<file path="src/rtl/scsi_bus_strobe.sv">
// scsi_bus_strobe: timing stage between the SCSI state-machine output decode
// and the WD33C93. Turns level requests into sequenced select and strobe
// pulses with setup, pulse, hold and recovery timing. It also returns DONE and
// RD_LATCH to the state machine and holds the CPU DSACK level.
//
// Ports:
//   CLK45            system clock, rising edge
//   RST              synchronous active-high reset
//   SCSI_CS, DACK    select requests (CPU register / DMA), active-high
//   RE, WE           access direction, exactly one must be set
//   SET_DSACK        set the DSACK level
//   CLR_DSACK        clear the DSACK level
//   _CSS, _DACK      WD33C93 select lines, active-low
//   _IOR, _IOW       read/write strobes, active-low
//   BUSY             access in progress (any state but IDLE)
//   DONE             one-cycle pulse in HOLD
//   RD_LATCH         one-cycle pulse on the last strobe cycle of a read
//   DSACK            registered DSACK level
//   ERR              one-cycle pulse on an illegal request
module scsi_bus_strobe #(
    parameter int unsigned SETUP_CYC  = 1,
    parameter int unsigned STROBE_CYC = 3,
    parameter int unsigned RECOV_CYC  = 2
) (
    input  logic CLK45,
    input  logic RST,
    input  logic SCSI_CS,
    input  logic DACK,
    input  logic RE,
    input  logic WE,
    input  logic SET_DSACK,
    input  logic CLR_DSACK,
    output logic _CSS,
    output logic _DACK,
    output logic _IOR,
    output logic _IOW,
    output logic BUSY,
    output logic DONE,
    output logic RD_LATCH,
    output logic DSACK,
    output logic ERR
);

    localparam int unsigned CNT_W = 4;

    // Counter load values: a phase of N cycles loads N-1 and exits at 0.
    localparam logic [CNT_W-1:0] SETUP_LD  = CNT_W'(SETUP_CYC - 32'd1);
    localparam logic [CNT_W-1:0] STROBE_LD = CNT_W'(STROBE_CYC - 32'd1);
    localparam logic [CNT_W-1:0] RECOV_LD  = CNT_W'(RECOV_CYC - 32'd1);

    typedef enum logic [2:0] {
        IDLE   = 3'd0,
        SETUP  = 3'd1,
        STROBE = 3'd2,
        HOLD   = 3'd3,
        RECOV  = 3'd4
    } state_e;

    state_e           state_q, state_d;
    logic [CNT_W-1:0] cnt_q, cnt_d;
    logic             sel_cs_q, sel_cs_d;
    logic             rd_q, rd_d;
    logic             css_n_q, css_n_d;
    logic             dack_n_q, dack_n_d;
    logic             ior_n_q, ior_n_d;
    logic             iow_n_q, iow_n_d;
    logic             busy_q, busy_d;
    logic             done_q, done_d;
    logic             rd_latch_q, rd_latch_d;
    logic             dsack_q, dsack_d;
    logic             err_q, err_d;
    logic             sel_active;

    // State and output registers.
    always_ff @(posedge CLK45) begin
        if (RST) begin
            state_q    <= IDLE;
            cnt_q      <= '0;
            sel_cs_q   <= 1'b0;
            rd_q       <= 1'b0;
            css_n_q    <= 1'b1;
            dack_n_q   <= 1'b1;
            ior_n_q    <= 1'b1;
            iow_n_q    <= 1'b1;
            busy_q     <= 1'b0;
            done_q     <= 1'b0;
            rd_latch_q <= 1'b0;
            dsack_q    <= 1'b0;
            err_q      <= 1'b0;
        end else begin
            state_q    <= state_d;
            cnt_q      <= cnt_d;
            sel_cs_q   <= sel_cs_d;
            rd_q       <= rd_d;
            css_n_q    <= css_n_d;
            dack_n_q   <= dack_n_d;
            ior_n_q    <= ior_n_d;
            iow_n_q    <= iow_n_d;
            busy_q     <= busy_d;
            done_q     <= done_d;
            rd_latch_q <= rd_latch_d;
            dsack_q    <= dsack_d;
            err_q      <= err_d;
        end
    end

    // Next state, plus outputs decoded from the next state so that the
    // registered outputs line up with the state they belong to.
    always_comb begin
        state_d    = state_q;
        cnt_d      = cnt_q;
        sel_cs_d   = sel_cs_q;
        rd_d       = rd_q;
        err_d      = 1'b0;

        case (state_q)
            IDLE: begin
                if (SCSI_CS || DACK) begin
                    if (RE ^ WE) begin
                        // SCSI_CS has priority when both selects are present.
                        sel_cs_d = SCSI_CS;
                        rd_d     = RE;
                        if (SETUP_CYC != 32'd0) begin
                            state_d = SETUP;
                            cnt_d   = SETUP_LD;
                        end else begin
                            state_d = STROBE;
                            cnt_d   = STROBE_LD;
                        end
                    end else begin
                        err_d = 1'b1;
                    end
                end
            end
            SETUP: begin
                if (cnt_q == '0) begin
                    state_d = STROBE;
                    cnt_d   = STROBE_LD;
                end else begin
                    cnt_d = cnt_q - CNT_W'(1);
                end
            end
            STROBE: begin
                if (cnt_q == '0) begin
                    state_d = HOLD;
                    cnt_d   = '0;
                end else begin
                    cnt_d = cnt_q - CNT_W'(1);
                end
            end
            HOLD: begin
                if (RECOV_CYC != 32'd0) begin
                    state_d = RECOV;
                    cnt_d   = RECOV_LD;
                end else begin
                    state_d = IDLE;
                    cnt_d   = '0;
                end
            end
            RECOV: begin
                if (cnt_q == '0) begin
                    state_d = IDLE;
                end else begin
                    cnt_d = cnt_q - CNT_W'(1);
                end
            end
            default: begin
                state_d = IDLE;
                cnt_d   = '0;
            end
        endcase

        sel_active = (state_d == SETUP) || (state_d == STROBE) || (state_d == HOLD);
        css_n_d    = ~(sel_active & sel_cs_d);
        dack_n_d   = ~(sel_active & ~sel_cs_d);
        ior_n_d    = ~((state_d == STROBE) & rd_d);
        iow_n_d    = ~((state_d == STROBE) & ~rd_d);
        busy_d     = (state_d != IDLE);
        done_d     = (state_d == HOLD);
        rd_latch_d = (state_d == STROBE) && rd_d && (cnt_d == '0);

        // DSACK level: set has priority over clear.
        if (SET_DSACK) begin
            dsack_d = 1'b1;
        end else if (CLR_DSACK) begin
            dsack_d = 1'b0;
        end else begin
            dsack_d = dsack_q;
        end
    end

    assign _CSS     = css_n_q;
    assign _DACK    = dack_n_q;
    assign _IOR     = ior_n_q;
    assign _IOW     = iow_n_q;
    assign BUSY     = busy_q;
    assign DONE     = done_q;
    assign RD_LATCH = rd_latch_q;
    assign DSACK    = dsack_q;
    assign ERR      = err_q;

endmodule

</file>
<file path="config.mk">
export PLATFORM = sky130hd
export DESIGN_NAME = scsi_bus_strobe
export DESIGN_NICKNAME = d
export VERILOG_FILES = /design/src/rtl/scsi_bus_strobe.sv
export SDC_FILE = /design/constraint.sdc
export NUM_CORES = 1
export LEC_CHECK = 0
export BUFFER_PORTS_ARGS = -buffer_cell sky130_fd_sc_hd__buf_2
export CAP_MARGIN = 40
export CORE_MARGIN = 2
export CORE_UTILIZATION = 40
export CTS_CLUSTER_SIZE = 24
export DETAILED_ROUTE_END_ITERATION = 7
export SLEW_MARGIN = 25
export SYNTH_ARGS = -nofsm -noshare
export SYNTH_HDL_FRONTEND = slang
export SYNTH_SLANG_ARGS = --single-unit
</file>
<file path="constraint.sdc">
create_clock -name CLK45 -period 2.05 [get_ports CLK45]
set_input_delay 0.41 -clock CLK45 [delete_from_list [all_inputs] [get_ports CLK45]]
set_output_delay 0.41 -clock CLK45 [all_outputs]
set_load 0.02 [all_outputs]
</file>
# Yosys cells after proc, flatten, opt, wreduce, memory -nomap -nowiden
# Cells that the tools add are included.
word_totals:
  reg_bits: 18
  input_bits: 8
  output_inout_bits: 9
  wordCells: 66
op_classes:
  addsub: 1
  eq_ne: 7
  mux: 21
  n_bitwise: 13
  n_reduce_logical: 11
op_table:
  columns: ["operator", "n"]
  rows:
  - ["4-bit 2-to-1 mux", 5]
  - ["4-bit case mux with 5 select lines", 1]
  - ["3-bit 2-to-1 mux", 5]
  - ["3-bit case mux with 5 select lines", 1]
  - ["3-bit by 2-bit == test with 1-bit output, second input constant", 4]
  - ["1-bit 2-to-1 mux", 9]
  - ["4-bit zero test", 2]
  - ["1-bit NOT", 8]
  - ["3-bit by 1-bit == test with 1-bit output, second input constant", 2]
  - ["1-bit AND", 4]
  - ["4-bit by 1-bit subtractor with 4-bit output, second input constant", 1]
  - ["3-bit == test, second input constant", 1]
  - ["3-bit zero test", 1]
  - ["1-bit logical OR", 3]
  - ["3-bit nonzero test", 1]
  - ["3-bit OR reduction", 1]
  - ["1-bit logical AND", 2]
  - ["2-bit nonzero test", 1]
  - ["1-bit bitwise XOR", 1]

# Depth between registers and ports, before layout
depth:
  ltp_word: 9
  ltp_mapped: 10
  ltp_nobuf: 10

# Least setup slack after synthesis
# OpenSTA, ideal clock, no wires.
synth_path:
  path_kind: "flip-flop to flip-flop"
  from: "register cnt_q[0]"
  to: "register rd_latch_q, in the netlist RD_LATCH"
  setup_time_ns: 0.087
  arrival_time_ns: 1.901
  t_required_ns: 1.963
  slack_ns: 0.061
  path_stages_with_launch: 11
  n_path_buf: 0
  synth_period_minus_slack_ns: 1.989
  cell_sequence: "dfxtp_1 inv_1 ha_1 nor3b_4 inv_1 ha_1 o21ai_0 a21oi_1 a211oi_1 nand3_1 nor4b_2"
synth_via:
  elab_chain_cells: 6
  elab_cells_between_ends: 16
  classes_between: "add/sub: 1; eq/ne: 1; mux: 10; reduce/logical: 4"
synth_rtl:
  columns: ["element", "line_no", "source"]
  rows:
  - ["start, declared", "60", "logic [CNT_W-1:0] cnt_q, cnt_d;"]
  - ["start signal, assigned", "92", "cnt_q <= cnt_d;"]
  - ["parallel branches: the longest is 5 deep, another holds 4-bit by 1-bit subtractor with 4-bit output", null, null]
  - ["1-bit logical AND *", "180", "rd_latch_d = (state_d == STROBE) && rd_d && (cnt_d == '0);"]
  - ["end signal, assigned", "101", "rd_latch_q <= rd_latch_d;"]
  - ["end, declared", "69", "logic rd_latch_q, rd_latch_d;"]
# Every way passes the cells marked *.
# A chain may end at the register's enable or synchronous reset.

# Final worst setup path
# Ends and elaborated chain as after synthesis.

==> metrics.cfg <==
[routing]
dr_total_vias=742
wirelength_um=1792
wl_per_cell_um=12.71
drt_pass1_iterations=4
vias_per_cell=5.262
detail-route-antenna-nets=0
drc=0
drt-initial-drc-count=2

[finish]
fill_cells=197
largest_reg_flops=4
multiInputGateArea_um2=488.0
nets=125
top_regs=cnt_q x4, state_q x3
area_growth_pct=22.27
antennaDiodeCount=0
top_register=cnt_q
drive_gt1_share_pct=34.21
final_cell_count_no_fill=141
seq_area_um2=365.4

[global_route]
grt_max_degree=13
grt-ovfl-total=0
antenna_found_initial=0
grt_pass1_wl_um=3118
grt_pass1_vias=685
grt_usage_pct=16.56

[synthesis]
synth_largest_area_cell=dfxtp_1
synth.avg_cell_area_um2=9.144
synth.distinct_cells=37
netlist_top_cells_area=dfxtp_1, nor2_1, a21oi_1, nor2b_1, mux2i_1
synth_common_cells=dfxtp_1, nor2_1, a21oi_1, nor2b_1
synth_cells=94
ys_seq_elements=18
ys_seq_area_share_pct=41.92
synth.top_cell.area_share_pct=41.92
async_reset_ff_share_pct=0
synth_flop_cell=dfxtp_1
synthesis.nets=104
synth_area_um2=859.6
ys_warn_count=0
yosysMostFrequentCell=dfxtp_1
synth-edff-count=0

[floorplan]
io_pins=17
initial_core_util_pct=42.94
die_y_um=50.36
coreArea_um2=2002
dieArea_um2=2536
die_x_um=50.36
rows=16

[worst_setup_path]
required_ns=2.26
critical_path_class=register to register
path_max_fanout=4
cp-end-kind=register
worstPathArrival_ns=2.10
cp-start-kind=register

[timing]
fin_crit_sh_pct=92.24
drv_slew=0
worstMarginPinSlew_ns=0.4466
finalHoldViolCount=0
hold_ws_ns=0.3279
fin_crit_ns=1.891
tns_ns=0
fin_worst_skew_ns=0.003231
max_freq_mhz=528.8
setup_violations=0
rsz0062_at_grt=no
relSlewSlack_pct=70.18

[clocking]
clkSlewWorstSetupHoldPaths_ns=0.11
cts_tree=built
cts.sinks=18
clockBufferDepth=2
root_buffer=clkbuf_4
htree_levels=1
clock_latency_ns=0.29
cts_buffers=3

[power_and_ir_drop]
p_leak_nw=0.4379
ir_drop_mv=0.5371
cellPowerDensity_nw_per_um2=1109

[placed_design]
finalWeightedCongestion=0.8228
dp_cells=137
io_buffers=16
hpwlAfterDp_um=1335

[job]
drv_cap=0

[run_status]
outcome=finished, final reports clean

[worst_hold_path]
hp-class=input pin to register

## worst paths after layout
kind | start | endpoint | slack, ns | depth (start not counted)
setup / recovery | cnt_q[0] | RD_LATCH | 0.16 | 10
hold / removal | SET_DSACK | DSACK | 0.33 | 3
setup reg to reg | cnt_q[0] | RD_LATCH | 0.16 | 10
hold reg to reg | DSACK | DSACK | 0.51 | 2
## placed cells by master (no fill, tap or decap), types with 2 or more instances in the layout
cell      instances
or3_1             2
buf_2            16
nor2_1           11
nand3b_1          2
dfxtp_1          16
a21oi_1           6
o21a_1            3
nand3_1           4
nor3_1            2
nor4_1            2
o21ai_1           2
nor2b_1           5
clkbuf_4          3
buf_4             4
a21o_1            2
a211oi_2          2
mux2i_1           3
nand2b_1          2
inv_2             2
## where the power goes
group          internal [mW]  switching, mW
clock network          0.108          0.113
logic                  0.225          0.270
registers              0.405         0.0448
## timing repair
item	in CTS	in global routing
pin swaps	0	5
hold buffers	0	0
gates resized for setup	1	13
cloned	0	0
buffers inserted	0	0
endpoints found under the setup margin	1	1
## logic make-up after synthesis
| kind of cell | after synthesis | share of synthesized area (%) |
|---|---|---|
| multiplexers | 3 | 3.494 |
| XOR/XNOR | 2 | 2.038 |
| adder cells (fa/ha/maj) | 2 | 2.911 |
| buffers and inverters | 8 | 4.510 |
| AND/OR/NAND/NOR | 40 | 29.26 |
| flip-flops | 18 | 41.92 |
| AO/OA/AOI/OAI | 21 | 15.86 |
## routing by layer
metal | GRT usage (%) | part of all wire (%)
met3 | 3.869 | 3.2
met4 | 9.009 | 2.7
met5 | 0 | 0
met1 | 21.75 | 47
met2 | 25.00 | 47
## cell type report
class                      count  share of cell area, %
multi-input combinational     68                  46.43
sequential                    18                  34.76
timing repair buffer          20                  10.48
clock buffer                   4                  3.452
tap                           27                  3.214
inverter                       4                  1.667
## worst max-delay path, cell delays in order, from the launching register on
cell and delay [ns]:
dfxtp_4 0.38, inv_4 0.06, ha_4 0.13, nor3b_4 0.19
inv_2 0.06, ha_2 0.18, o21ai_2 0.15, a21oi_2 0.07
a211oi_2 0.24, nand3_1 0.11, nor4b_2 0.23
## stage by stage
stage	power (mW)	setup slack, ns	area, um2	utilization [%]
6_report	1.166	0.1591	1051	52.50
5_1_grt	1.252	0.0007572	1051	52.50
4_1_cts	1.140	0.05169	1021	51.00
3_5_place_dp	0.9117	0.02171	979.7	48.94
3_3_place_gp	0.9060	0.1239	979.7	48.94
2_1_floorplan	0.7911	0.06124	859.6	-
(Power assumes the default switching activity.)
